## config.mk

```make
export PLATFORM = sky130hd
export DESIGN_NAME = dm_cache_wb_buffer
export DESIGN_NICKNAME = d
export VERILOG_FILES = /design/src/rtl/cache_def.sv /design/src/rtl/dm_cache_wb_match.sv /design/src/rtl/dm_cache_wb_buffer.sv
export SDC_FILE = /design/constraint.sdc
export NUM_CORES = 1
export LEC_CHECK = 0
export BUFFER_PORTS_ARGS = -buffer_cell sky130_fd_sc_hd__buf_2
export CORE_AREA = 2 2 217 219
export CTS_BUF_LIST = sky130_fd_sc_hd__clkbuf_2
export DETAILED_ROUTE_END_ITERATION = 8
export DIE_AREA = 0 0 219 221
export HOLD_SLACK_MARGIN = 0.12
export PLACE_DENSITY = 0.79
export SYNTH_ARGS = -nofsm -noshare
export SYNTH_HDL_FRONTEND = slang
export SYNTH_SLANG_ARGS = --single-unit
```

## constraint.sdc

```tcl
create_clock -name clk -period 7.5 [get_ports clk]
set_input_delay 1.5 -clock clk [delete_from_list [all_inputs] [get_ports clk]]
set_output_delay 1.5 -clock clk [all_outputs]
set_load 0.03 [all_outputs]
```

## src/rtl/cache_def.sv

```systemverilog
// Shared cache definitions: line data type, tag/index widths and the
// write-back buffer entry layout.
package cache_def;

  localparam int TAG_W            = 18;
  localparam int INDEX_W          = 10;
  localparam int LINE_OFFSET_W    = 4;
  localparam int WB_DEPTH_DEFAULT = 4;

  typedef logic [127:0] cache_data_type;

  typedef struct packed {
    logic [TAG_W-1:0]   tag;
    logic [INDEX_W-1:0] index;
    cache_data_type     data;
  } wb_entry_type;

  localparam int WB_ENTRY_W = $bits(wb_entry_type);

endpackage

```

## src/rtl/dm_cache_wb_match.sv

```systemverilog
// Youngest-match comparator over the write-back buffer entries; walks entries
// from head (oldest) to tail so the last valid match, the youngest, wins.
module dm_cache_wb_match
  import cache_def::*;
#(
  parameter int DEPTH = WB_DEPTH_DEFAULT,
  localparam int PTR_W = $clog2(DEPTH)
) (
  input  logic [DEPTH-1:0][WB_ENTRY_W-1:0] entries_i,
  input  logic [DEPTH-1:0]                 valid_i,
  input  logic [PTR_W-1:0]                 rd_ptr_i,
  input  logic [TAG_W-1:0]                 tag_i,
  input  logic [INDEX_W-1:0]               index_i,
  output logic                             hit_o,
  output logic [127:0]                     data_o
);

  logic [PTR_W-1:0] idx;
  wb_entry_type     e;

  always_comb begin
    hit_o  = 1'b0;
    data_o = '0;
    idx    = '0;
    e      = '0;
    for (int k = 0; k < DEPTH; k++) begin
      idx = rd_ptr_i + PTR_W'(k);
      e   = wb_entry_type'(entries_i[idx]);
      if (valid_i[idx] && (e.tag == tag_i) && (e.index == index_i)) begin
        hit_o  = 1'b1;
        data_o = e.data;
      end
    end
  end

endmodule

```

## src/rtl/dm_cache_wb_buffer.sv

```systemverilog
// Write-back buffer: FIFO of evicted dirty lines drained to memory over a
// valid/ready handshake. Define WB_FWD_EN to build read-miss forwarding.
module dm_cache_wb_buffer
  import cache_def::*;
#(
  parameter int DEPTH = WB_DEPTH_DEFAULT
) (
  input  logic                     clk,
  input  logic                     rst_n,
  input  logic                     evict_valid,
  output logic                     evict_ready,
  input  logic [17:0]              evict_tag,
  input  logic [9:0]               evict_index,
  input  logic [127:0]             evict_data,
  output logic                     mem_req_valid,
  output logic [31:0]              mem_req_addr,
  output logic [127:0]             mem_req_data,
  input  logic                     mem_req_ready,
  input  logic [17:0]              lookup_tag,
  input  logic [9:0]               lookup_index,
  output logic                     lookup_hit,
  output logic [127:0]             lookup_data,
  output logic [$clog2(DEPTH):0]   count,
  output logic                     empty
);

  localparam int PTR_W = $clog2(DEPTH);
  localparam int CNT_W = PTR_W + 1;

  typedef enum logic {IDLE, REQ} state_e;

  state_e                          state_q, state_d;
  logic [PTR_W-1:0]                wr_ptr_q, wr_ptr_d;
  logic [PTR_W-1:0]                rd_ptr_q, rd_ptr_d;
  logic [CNT_W-1:0]                count_q, count_d;
  logic [DEPTH-1:0][WB_ENTRY_W-1:0] mem_q;
  wb_entry_type                    head;
  wb_entry_type                    wr_entry;
  logic                            push, pop;

  assign evict_ready = (count_q != CNT_W'(DEPTH));
  assign push        = evict_valid && evict_ready;
  assign pop         = (state_q == REQ) && mem_req_ready;
  assign head        = wb_entry_type'(mem_q[rd_ptr_q]);
  assign count       = count_q;
  assign empty       = (count_q == '0);

  assign wr_entry.tag   = evict_tag;
  assign wr_entry.index = evict_index;
  assign wr_entry.data  = evict_data;

  always_comb begin
    wr_ptr_d      = wr_ptr_q;
    rd_ptr_d      = rd_ptr_q;
    count_d       = count_q;
    state_d       = state_q;
    mem_req_valid = 1'b0;
    mem_req_addr  = '0;
    mem_req_data  = '0;

    if (push) wr_ptr_d = wr_ptr_q + PTR_W'(1);
    if (pop)  rd_ptr_d = rd_ptr_q + PTR_W'(1);

    case ({push, pop})
      2'b10:   count_d = count_q + CNT_W'(1);
      2'b01:   count_d = count_q - CNT_W'(1);
      default: count_d = count_q;
    endcase

    // Address/data are gated by REQ so stale storage never leaks out after reset.
    case (state_q)
      IDLE: begin
        if (count_q != '0) state_d = REQ;
      end
      REQ: begin
        mem_req_valid = 1'b1;
        mem_req_addr  = {head.tag, head.index, {LINE_OFFSET_W{1'b0}}};
        mem_req_data  = head.data;
        if (pop && (count_d == '0)) state_d = IDLE;
      end
      default: state_d = IDLE;
    endcase
  end

  always_ff @(posedge clk or negedge rst_n) begin
    if (!rst_n) begin
      state_q  <= IDLE;
      wr_ptr_q <= '0;
      rd_ptr_q <= '0;
      count_q  <= '0;
    end else begin
      state_q  <= state_d;
      wr_ptr_q <= wr_ptr_d;
      rd_ptr_q <= rd_ptr_d;
      count_q  <= count_d;
    end
  end

  // Line storage carries no reset; occupancy is tracked by the pointers/count.
  always_ff @(posedge clk) begin
    if (push) mem_q[wr_ptr_q] <= wr_entry;
  end

`ifdef WB_FWD_EN
  logic [DEPTH-1:0] valid_mask;
  logic [PTR_W-1:0] age;

  always_comb begin
    valid_mask = '0;
    age        = '0;
    for (int i = 0; i < DEPTH; i++) begin
      age           = PTR_W'(i) - rd_ptr_q;
      valid_mask[i] = ({1'b0, age} < count_q);
    end
  end

  dm_cache_wb_match #(
    .DEPTH(DEPTH)
  ) u_match (
    .entries_i (mem_q),
    .valid_i   (valid_mask),
    .rd_ptr_i  (rd_ptr_q),
    .tag_i     (lookup_tag),
    .index_i   (lookup_index),
    .hit_o     (lookup_hit),
    .data_o    (lookup_data)
  );
`else
  logic unused_lookup;
  assign unused_lookup = ^{lookup_tag, lookup_index};
  assign lookup_hit    = 1'b0;
  assign lookup_data   = '0;
`endif

endmodule

```

# Yosys cells after proc, flatten, opt, wreduce, memory -nomap -nowiden
# Cells that the tools add are included.
# op_classes
add_sub_neg	4
n_lt_le_gt_ge	3
eq_ne	3
n_mux	12
bitwise	1
reduce_logical	7
# ops
cell	count
624-bit bitwise mux	1
156-bit binary-select mux with 2-bit select	1
156-bit demux with 2-bit select	1
156-bit two-way mux	2
128-bit two-way mux	1
32-bit two-way mux	1
3-bit logical NOT	2
2-bit by 3-bit less-than comparator with 1-bit output (second input constant)	2
3-bit case mux with 2 select lines	1
2-bit by 1-bit adder with 2-bit output (second input constant)	2
1-bit logical AND	4
3-bit by 1-bit adder with 3-bit output (second input constant)	1
1-bit two-way mux	3
3-bit != test (second input constant)	1
3-bit nonzero test	1
3-bit by 1-bit subtractor with 3-bit output (second input constant)	1
2-bit by 1-bit equality test with 1-bit output (second input constant)	1
2-bit equality test (second input constant)	1
2-bit by 1-bit greater-or-equal comparator with 1-bit output (second input constant)	1
1-bit case mux with 2 select lines	1
1-bit NOT	1
# totals
register_bits	632
inputBits	188

# Logic depth before layout (Yosys ltp)
# Gate-level depths: netlist of run 1.
# depth
ltp_word	8
mapped_depth	11
ltp_nobuf	11

# Worst setup path after synthesis of run 1
# Ideal clock, no wire load.
# synth_path
kind	input to register
from	input port evict_valid
to	register mem_q[0] (netlist bit), enable pin
setup_time_ns	0.536
arrival_time_ns	5.110
required_ns	6.964
setup_slack_ns	1.854
stages	1
path_buffers	0
cell_sequence	and3_1
# synth_via
elab_chain_len	1
# synth_lines
element	line	text
from (decl)	dm_cache_wb_buffer.sv:10	input logic evict_valid,
1-bit logical AND	dm_cache_wb_buffer.sv:42	assign push = evict_valid && evict_ready;
to (signal, indexed assignment)	dm_cache_wb_buffer.sv:101	if (push) mem_q[wr_ptr_q] <= wr_entry;
to (decl)	dm_cache_wb_buffer.sv:36	logic [DEPTH-1:0][WB_ENTRY_W-1:0] mem_q;
# No other way between the ends.
# A chain may end at the register's enable or synchronous reset.

# Final worst setup path of run 1
# layout_path
from	register rd_ptr_q[0]
to	output port mem_req_data[47]
# layout_via
elab_chain_len	3
# layout_lines
element	line	text
from (decl)	dm_cache_wb_buffer.sv:34	logic [PTR_W-1:0] rd_ptr_q, rd_ptr_d;
from (signal assigned)	dm_cache_wb_buffer.sv:94	rd_ptr_q <= rd_ptr_d;
156-bit binary-select mux with 2-bit select	dm_cache_wb_buffer.sv:44	assign head = wb_entry_type'(mem_q[rd_ptr_q]);
156-bit two-way mux (implied by the code)	dm_cache_wb_buffer.sv:44	
128-bit two-way mux	dm_cache_wb_buffer.sv:71	case (state_q)
to (decl)	dm_cache_wb_buffer.sv:17	output logic [127:0] mem_req_data,
# No other way between the ends. The select of a mux whose other input is x is not followed.

==> results.py, run 1 <==
metrics = {
    "synth": {
        "syn_avg_cell_area_um2": 21.4,
        "synthTopCellsByArea": "edfxtp_1 75%, mux4_2 14%, buf_4 4.0%",
        "yosysSeqAreaShare": 0.757,
        "synth.ff_latch_count": 632,
        "yosys_warnings": 0,
        "synth.most_common_cell": "edfxtp_1",
        "synthCells": 1167,
        "synth_area_leader_cell": "edfxtp_1",
        "synth_area_um2": 25000,
        "yosysTopAreaCellShare": 0.749,
        "ys_types": 26,
        "ys_async_sr_fraction": 0.0127,
        "synth_common_cells": "624 x edfxtp_1, 158 x and2_1, 156 x mux4_2",
        "ys.flop_type": "edfxtp_1",
        "synth_edf_count": 624,
    },
    "timing": {
        "period_share": 0.720,
        "hold_viol_final": 0,
        "rsz0062_at_grt": "no",
        "setup_viol": 0,
        "fin_setup_tns_ns": 0,
        "tightest_slew_ns": 1.13,
        "max_freq_ghz": 0.185,
        "clock_skew_ns": 0.0703,
        "finalMaxSlewViolations": 0,
        "maxSlewHeadroom": 0.249,
        "period_needed_ns": 5.40,
    },
    "worst_setup_path": {
        "required_ns": 6.00,
        "path_max_fanout": 74,
        "reg2reg_to": "state_q",
        "crit_type": "flip-flop to output pin",
        "crit_path_end": "mem_req_data[47]",
        "reg2reg_slack_ns": 3.86,
        "critPathCaptureType": "output pin",
        "r2r-start": "state_q",
        "startpoint": "rd_ptr_q[0]",
        "cp.arrival_ns": 3.90,
        "critPathLaunchType": "flip-flop",
        "r2r_cells": 9,
    },
    "routing": {
        "drt_wl_total_um": 47500,
        "drc_errors": 0,
        "via_per_inst": 5.20,
        "num_vias": 12098,
        "drtAntennaViolNets": 0,
        "wl_per_cell_um": 20.4,
        "drtIter0Drc": 776,
        "drt_pass1_iterations": 5,
    },
    "placed_design": {
        "place_area_um2": 26700,
        "hpwl_um": 27300,
        "portBuffers": 321,
        "routabilityCongestion": 0.712,
    },
    "clocking": {
        "cts_buffers": 153,
        "cts.path.max_buffers": 3,
        "clkSlewWorstSetupHoldPaths_ns": 0.12,
        "cts_resized": 0,
        "cts_setup_buffers": 0,
        "clock_sinks": 632,
        "h-tree-depth": 4,
        "clock_latency_ns": 1.24,
        "cts-root-buf": "clkbuf_2",
        "tritoncts": "yes",
    },
    "floorplanning": {
        "coreArea_um2": 46100,
        "num_rows": 79,
        "fp.dieH_um": 221,
        "die_w_um": 219,
        "ioPinCount": 483,
        "initial_core_util": 0.543,
        "die_area_um2": 48400,
    },
    "cells_and_area": {
        "synthToLayoutAreaGrowth_pct": 12.7,
        "fin_area_um2": 28200,
        "drive_above_1_share": 0.429,
        "nNetsFinal": 1797,
    },
    "worst_hold_path": {
        "hold_path_startpoint": "evict_data[127]",
        "hold_path.class": "primary input to flip-flop",
    },
    "global_routing": {
        "grt_pass1_vias": 13033,
        "grt_max_degree": 157,
        "antenna_found_initial": 20,
        "grt_use_total": 0.202,
        "grt_pass1_wl_um": 71600,
        "grt_overflow": 0,
    },
    "outcome": {
        "status": "finished, final reports clean",
    },
    "power_and_ir_drop": {
        "worst_ir_drop_vdd_uv": 265,
        "leakagePower_nw": 10.2,
        "power.density_nw_per_um2": 417,
    },
    "flow_run": {
        "maxCapViolCount": 0,
    },
}
## repair_timing
action | 4_1_cts | 5_1_grt
hold endpoints to repair | 8 | 0
hold buffers | 1 | 0
endpoints found under the setup margin | 0 | 0
## logic make-up (layout without fill, tap and decap cells)
family                   Yosys count  count (layout)  synth area share
AO/OA/AOI/OAI                      7               7           0.00160
XOR/XNOR                           5               5           0.00175
adder cells (fa/ha/maj)            6               6           0.00330
buffers and inverters            191             602            0.0539
flip-flops                       632             632             0.757
multiplexers                     157             157             0.141
other                              1             143          0.000150
AND/OR/NAND/NOR                  168             168            0.0416
## cells in the final DEF (no fill, tap or decap), types with 5 or more instances in the layout
master / n
edfxtp_1: 624
buf_2: 321
clkbuf_2: 221
and2_1: 158
mux4_2: 156
conb_1: 133
clkinv_1: 27
diode_2: 10
buf_4: 9
bufinv_16: 7
inv_1: 6
ha_1: 5
dfrtp_1: 5
## area by class of cell
cell class,count,area (um^2)
fillers,3262,17800
well taps,607,759
multi-input cells,476,5250
flip-flops and latches,632,18900
inverters,6,22.5
clock inverters,41,355
clock buffers,221,1110
diodes,10,25.0
repair buffers,334,1740
## flip-flops by register name (all words and copies together), names as in the netlist
| register | flops |
|---|---|
| state_q | 1 |
| wr_ptr_q | 2 |
| rd_ptr_q | 2 |
| count | 3 |
| mem_q | 624 |
## critical path, stage by stage, from the launching register on
cell     delay (ns)
dfrtp_4        1.05
buf_12         0.52
mux4_2         0.58
and2_1         0.18
buf_2          0.18
## per-stage QoR
step	total power, mW	cells	hold slack (ns)	worst slack (ns)	utilization
CTS	11.9	2317	0.210	1.79	0.612
detailed placement	9.61	2054	0.570	3.25	0.580
finish	11.8	2327	0.440	2.10	0.613
floorplan	8.49	1299	0.534	1.85	-
global placement	9.55	2054	0.550	3.24	0.580
global route	12.4	2323	0.247	1.68	0.612
## report_power, final
group	switching, mW	leakage [nW]	internal (mW)	total, mW
Clock	1.28	1.08	1.03	2.30
Combinational	2.84	3.30	1.68	4.52
Sequential	0.279	5.81	4.66	4.94
Total	4.39	10.2	7.37	11.8
## layer usage
layer,part of all wire,track usage,vias up
met3,0.10,0.0933,91
met4,0.023,0.0889,14
met5,0.0021,0,-
li1,-,-,5353
met2,0.52,0.340,539
met1,0.36,0.219,6101
## worst min-delay path by stage
stage | end | slack [ns] | cells after the start
2_1_floorplan | wr_ptr_q[1] | 0.53 | 1
3_3_place_gp | wr_ptr_q[1] | 0.55 | 1
3_5_place_dp | count[0] | 0.57 | 1
4_1_cts | mem_q[139] | 0.21 | 1
5_1_grt | mem_q[239] | 0.25 | 1
6_report | mem_q[439] | 0.44 | 1
(Power assumes the default switching activity.)
==> run 2: changes to the inputs <==
- ABC_AREA: default -> 1
- CORE_AREA: 2 2 217 219 -> 2 2 225 227
- DIE_AREA: 0 0 219 221 -> 0 0 227 229
- PLACE_DENSITY: 0.79 -> 0.78
- clock period: 7.5 -> 4.75 ns (I/O delays scaled with it)
==> run 2 against run 1 <==
Net effect: core utilization decreased by 0.11 points; setup slack got worse by 1.8 ns; clock power increased by 63%; sequential cell count unchanged; clock skew increased by 0.029 ns; routed wire length increased by 33%; sequential share of layout area decreased by 4.8 points; worst hold slack got worse by 0.11 ns; design area increased by 7.6%.
==> results.py, run 2 <==
metrics = {
    "outcome": {
        "status": "finished, final reports clean",
    },
    "cells_and_area": {
        "regMostFlops": "mem_q",
        "final_cell_mix": "630 x nor2_1, 624 x edfxtp_1, 321 x buf_2, 221 x clkbuf_2, 188 x o21ai_1",
        "utilization": 0.611,
        "drive_above_1_share": 0.222,
        "largest_register_ffs": 624,
        "final_common_cell": "nor2_1",
        "fillers": 3570,
        "synthToLayoutAreaGrowth_pct": 18.7,
        "nNetsFinal": 2765,
    },
    "synth": {
        "synth_fa_ha_area_frac": 0.00323,
        "yosys_warnings": 0,
        "synth.ff_latch_count": 632,
        "synth.most_common_cell": "nor2_1",
        "synth_edf_count": 624,
        "synth_common_cells": "634 x nor2_1, 624 x edfxtp_1, 188 x o21ai_1",
        "synthMuxAreaShare": 0,
        "syn_avg_cell_area_um2": 12.6,
        "synth-simple-area-share": 0.0953,
        "ys.flop_type": "edfxtp_1",
        "synth_top_family_by_area": "simple AND/OR/NAND/NOR gates",
        "synth_area_leader_cell": "edfxtp_1",
        "ys_types": 23,
        "synth_area_um2": 25600,
        "ys_async_sr_fraction": 0.0127,
        "synthCells": 2031,
        "synthTopCellsByArea": "edfxtp_1 73%, nor2_1 9.3%, buf_4 4.0%",
        "yosysTopAreaCellShare": 0.732,
        "yosysSeqAreaShare": 0.740,
        "synthXorXnorAreaFrac": 0.00103,
        "synth-compound-area-share": 0.0919,
    },
    "power_and_ir_drop": {
        "switching_share": 0.464,
        "leakagePower_nw": 11.3,
        "switching_power_mw": 9.90,
        "p_comb_frac": 0.467,
        "p_clk_frac": 0.176,
        "p_seq_frac": 0.357,
        "power_mw": 21.3,
        "power.density_nw_per_um2": 703,
        "p_int_mw": 11.4,
        "worst_ir_drop_vdd_uv": 663,
    },
    "routing": {
        "drtAntennaViolNets": 0,
        "drc_errors": 0,
        "wl_per_cell_um": 18.8,
        "num_vias": 17736,
        "via_per_inst": 5.27,
        "drtIter0Drc": 1472,
        "drt_pass1_iterations": 5,
        "drt_wl_total_um": 63200,
    },
    "worst_setup_path": {
        "crit_type": "flip-flop to output pin",
        "crit_family": "buffers and inverters",
        "critPathCaptureType": "output pin",
        "cp.arrival_ns": 3.49,
        "critPathSlowestCell": "dfrtp_4",
        "path_cells": "clkinv_8, buf_4, o21ai_0, a21oi_1, buf_2",
        "path_buf_inv": 3,
        "critPathLaunchType": "flip-flop",
        "cp_slowest_stage_delay_ns": 0.58,
        "required_ns": 3.80,
        "path_max_fanout": 148,
    },
    "timing": {
        "clock_skew_ns": 0.0990,
        "tightest_slew_ns": 0.963,
        "max_freq_ghz": 0.225,
        "finalMaxSlewViolations": 0,
        "period_share": 0.935,
        "maxSlewHeadroom": 0.358,
        "setup_viol": 0,
        "rsz0062_at_grt": "no",
        "period_needed_ns": 4.44,
        "finalWorstSetupSlack_ns": 0.308,
        "hold_viol_final": 0,
    },
    "clocking": {
        "clock_sinks": 632,
        "cts.path.max_buffers": 3,
        "clkSlewWorstSetupHoldPaths_ns": 0.14,
        "tritoncts": "yes",
        "clock_latency_ns": 1.38,
        "cts-root-buf": "clkbuf_2",
        "h-tree-depth": 4,
        "cts_setup_buffers": 0,
        "cts_buffers": 155,
    },
    "floorplanning": {
        "ioPinCount": 483,
        "coreArea_um2": 49700,
        "die_w_um": 227,
        "fp.dieH_um": 229,
        "die_area_um2": 52000,
        "num_rows": 82,
        "initial_core_util": 0.515,
    },
    "placed_design": {
        "routabilityCongestion": 0.822,
        "portBuffers": 321,
        "dp_slack_ns": 1.55,
        "hpwl_um": 31700,
    },
    "global_routing": {
        "grt_overflow": 0,
        "grt_use_total": 0.241,
        "antenna_found_initial": 10,
        "grt_pass1_wl_um": 95300,
        "grt_max_degree": 165,
        "grt_pass1_vias": 18041,
    },
    "flow_run": {
        "maxCapViolCount": 0,
    },
    "worst_hold_path": {
        "hold_path.class": "primary input to flip-flop",
    },
}
## run 2: cell count changes after synthesis, moves of 4 or more
cell	before	now
clkbuf_1	18	28
o21ai_1	0	188
inv_1	6	17
nor2_1	1	634
buf_2	17	56
clkbuf_2	0	17
a21oi_1	1	157
nand2_1	2	7
o21ai_0	4	125
and3_1	4	0
mux4_2	156	0
and2_1	158	0
## run 2: final timing paths
check	startpoint	end	slack [ns]	cells after the start
hold reg to reg	wr_ptr_q[1]	wr_ptr_q[1]	0.62	2
hold / removal	evict_index[2]	mem_q[130]	0.33	2
setup reg to reg	count[0]	mem_q[129]	2.02	5
max in group asynchronous	rst_n	rd_ptr_q[1]	3.74	3
min in group asynchronous	rst_n	state_q	0.67	3
setup / recovery	rd_ptr_q[0]	mem_req_data[117]	0.31	5
## run 2: logic make-up after synthesis
group / count (synthesis)
buffers and inverters: 272
flip-flops: 632
other: 1
AO/OA/AOI/OAI: 470
adder cells (fa/ha/maj): 6
XOR/XNOR: 3
AND/OR/NAND/NOR: 647
## run 2: layout make-up
class / instances / area (um^2) / share of cell area
antenna: 9 / 22.5 / 0.000742
clock buffer: 221 / 1110 / 0.0364
clock inverter: 47 / 369 / 0.0122
inverter: 18 / 90.1 / 0.00297
multi-input combinational: 1259 / 5430 / 0.179
sequential: 632 / 18900 / 0.624
tap: 672 / 841 / 0.0277
timing repair buffer: 505 / 3560 / 0.117
## run 2: worst register-to-register path, delay by kind of cell (launching register included)
family | cells | cell delay [ns]
buffers and inverters | 2 | 0.53
and+or+nand+nor | 3 | 1.31
DFF | 1 | 0.47
## run 2: layer usage
layer	global-route usage	vias to the layer above	routed length, um
met3	0.0721	167	5380
met4	0.123	6	2090
met2	0.406	975	32000
met1	0.279	8536	23700
li1	-	8052	-
met5	0	-	41
## run 2: timing repair
action / 4_1_cts / 5_1_grt
hold buffers: 159 / 0
gates resized for setup: 0 / 1
setup endpoints to repair: 0 / 51
hold endpoints to repair: 636 / 0
## run 2: power groups by stage
| stage | Combinational [mW] | Sequential [mW] | Clock (mW) |
|---|---|---|---|
| CTS | 9.87 | 7.60 | 3.82 |
| global route | 10.7 | 7.70 | 4.12 |
| floorplan | 6.89 | 7.82 | 0 |
| global placement | 9.53 | 7.67 | 0 |
| finish | 9.97 | 7.62 | 3.75 |
| detailed placement | 9.72 | 7.73 | 0 |
## run 2: metrics by stage
| step | hold slack (ns) | cells | setup TNS [ns] | area (um^2) |
|---|---|---|---|---|
| 5_1_grt | 0.214 | 3363 | 0 | 30400 |
| 3_5_place_dp | 0.599 | 2927 | 0 | 27300 |
| 2_1_floorplan | 0.557 | 2163 | -679.09 | 26100 |
| 6_report | 0.328 | 3363 | 0 | 30400 |
| 4_1_cts | 0.141 | 3354 | 0 | 30300 |
| 3_3_place_gp | 0.572 | 2927 | 0 | 27300 |
==> run 3: changes to the inputs <==
==> constraint.sdc (replaced) <==
create_clock -name clk -period 4.75 [get_ports clk]
set_input_delay 0.7125 -clock clk [delete_from_list [all_inputs] [get_ports clk]]
set_output_delay 0.7125 -clock clk [all_outputs]
set_load 0.03 [all_outputs]
==> run 3 against run 2 <==
Net effect: sequential power hardly changed; highest routed layer unchanged; combinational power hardly changed; clock power decreased by 5%; core utilization is 2.8 points higher; sequential cell count is the same; routed wire length grew 3.1%; non-clock buffer count up 152; largest power group unchanged; clock skew increased by 0.018 ns; global-route usage rose by 1.0 points; critical path type unchanged.
==> results.py, run 3 (synthesized netlist as in run 2, its figures left out) <==
metrics = {
    "clocking": {
        "clock_sinks": 632,
        "cts_buffers": 152,
        "cts_resized": 0,
        "clkSlewWorstSetupHoldPaths_ns": 0.14,
        "tritoncts": "yes",
        "h-tree-depth": 4,
        "cts-root-buf": "clkbuf_2",
        "cts.path.max_buffers": 3,
        "clock_latency_ns": 1.35,
    },
    "flow_run": {
        "maxCapViolCount": 0,
    },
    "routing": {
        "wl_per_cell_um": 18.6,
        "drtAntennaViolNets": 0,
        "via_per_inst": 5.24,
        "drc_errors": 0,
        "drt_pass1_iterations": 7,
        "drt_wl_total_um": 65200,
        "num_vias": 18385,
        "drtIter0Drc": 1586,
    },
    "placed_design": {
        "routabilityCongestion": 0.775,
        "dpl.cell_count": 2922,
        "hpwl_um": 30900,
        "portBuffers": 321,
    },
    "worst_hold_path": {
        "hold_path.class": "primary input to asynchronous set/reset pin",
    },
    "power_and_ir_drop": {
        "power.density_nw_per_um2": 669,
        "leakagePower_nw": 11.9,
        "worst_ir_drop_vdd_uv": 723,
    },
    "global_routing": {
        "antenna_found_initial": 11,
        "grt_use_total": 0.251,
        "grt_pass1_vias": 19219,
        "grt_max_degree": 158,
        "grt_overflow": 0,
        "grt_pass1_wl_um": 99500,
    },
    "worst_setup_path": {
        "cp.arrival_ns": 3.55,
        "path_cells": "inv_8, buf_12, o21ai_0, a21oi_1, buf_2",
        "required_ns": 4.04,
        "reg2reg_to": "state_q",
        "startpoint": "rd_ptr_q[0]",
        "r2r-start": "count[0]",
        "crit_path_end": "mem_req_data[94]",
        "path_max_fanout": 111,
        "critPathCaptureType": "output pin",
        "cp_slowest_stage_delay_ns": 0.54,
        "reg2reg_slack_ns": 2.03,
        "critPathLaunchType": "flip-flop",
        "crit_type": "flip-flop to output pin",
        "r2r_cells": 11,
        "critPathSlowestCell": "dfrtp_4",
    },
    "timing": {
        "setup_viol": 0,
        "maxSlewHeadroom": 0.307,
        "max_freq_ghz": 0.235,
        "period_share": 0.896,
        "clock_skew_ns": 0.117,
        "finalHoldWorstSlack_ns": 0.352,
        "finalMaxSlewViolations": 0,
        "hold_viol_final": 0,
        "rsz0062_at_grt": "no",
        "tightest_slew_ns": 1.04,
        "period_needed_ns": 4.26,
    },
    "floorplanning": {
        "coreArea_um2": 49700,
        "fp.dieH_um": 229,
        "ioPinCount": 483,
        "die_area_um2": 52000,
        "initial_core_util": 0.515,
        "die_w_um": 227,
        "num_rows": 82,
    },
    "cells_and_area": {
        "regMostFlops": "mem_q",
        "nNetsFinal": 2914,
        "drive_above_1_share": 0.208,
        "fillers": 3368,
        "final_common_cell": "nor2_1",
        "synthToLayoutAreaGrowth_pct": 24.1,
        "final_cell_mix": "630 x nor2_1, 624 x edfxtp_1, 321 x buf_2, 316 x dlygate4sd3_1, 226 x clkbuf_2",
        "largest_register_ffs": 624,
        "stdcell_count": 3507,
    },
    "outcome": {
        "status": "finished, final reports clean",
    },
}
==> run 3: worst min-delay path by stage <==
stage	start	endpoint	slack, ns
3_5_place_dp	rst_n	count[1]	0.57
5_1_grt	rst_n	count[1]	0.30
6_report	rst_n	count[1]	0.35
4_1_cts	mem_req_ready	rd_ptr_q[0]	0.14
3_3_place_gp	rst_n	count[1]	0.57
2_1_floorplan	rst_n	count[0]	0.42
==> run 3: per-layer routing <==
| metal | wire, um | part of all wire | vias to the layer above | GRT usage |
|---|---|---|---|---|
| li1 | - | - | 8344 | - |
| met1 | 23200 | 0.36 | 8783 | 0.278 |
| met2 | 33300 | 0.51 | 1066 | 0.430 |
| met3 | 6010 | 0.092 | 188 | 0.0771 |
| met4 | 2620 | 0.040 | 4 | 0.140 |
| met5 | 27 | 0.00041 | - | 0 |
==> run 3: per-stage QoR <==
| step | power, mW | setup WS [ns] | instance area [um^2] | utilization | setup TNS, ns |
|---|---|---|---|---|---|
| floorplan | 14.7 | -1.09 | 26100 | - | -679.09 |
| global placement | 17.2 | 1.99 | 27200 | 0.548 | 0 |
| detailed placement | 17.4 | 1.96 | 27200 | 0.548 | 0 |
| CTS | 21.1 | 0.362 | 31700 | 0.639 | 0 |
| global route | 22.4 | 0.205 | 31800 | 0.640 | 0 |
| finish | 21.3 | 0.492 | 31800 | 0.640 | 0 |
==> run 3: cell type report <==
cell class / count / area, um^2 / area share
clock inverter: 35 / 223 / 0.00701
antenna: 8 / 20.0 / 0.000630
timing repair buffer: 657 / 5080 / 0.160
multi-input combinational: 1259 / 5430 / 0.171
sequential: 632 / 18900 / 0.597
tap: 672 / 841 / 0.0265
clock buffer: 226 / 1130 / 0.0356
inverter: 18 / 85.1 / 0.00268
==> run 3: critical path: cells and delay by family (launching register included) <==
kind / cells / cell delay, ns
buf+inv: 3 / 1.13
flops: 1 / 0.54
compound gates: 2 / 0.48
==> run 3: timing repair <==
action                    in CTS  in global routing
hold buffers                 316                  0
hold endpoints to repair     640                  0
buffers inserted               0                  0
==> run 3: power by group <==
group,internal (mW),switching (mW)
clock network,1.42,2.14
registers,7.33,0.281
logic,2.59,7.49
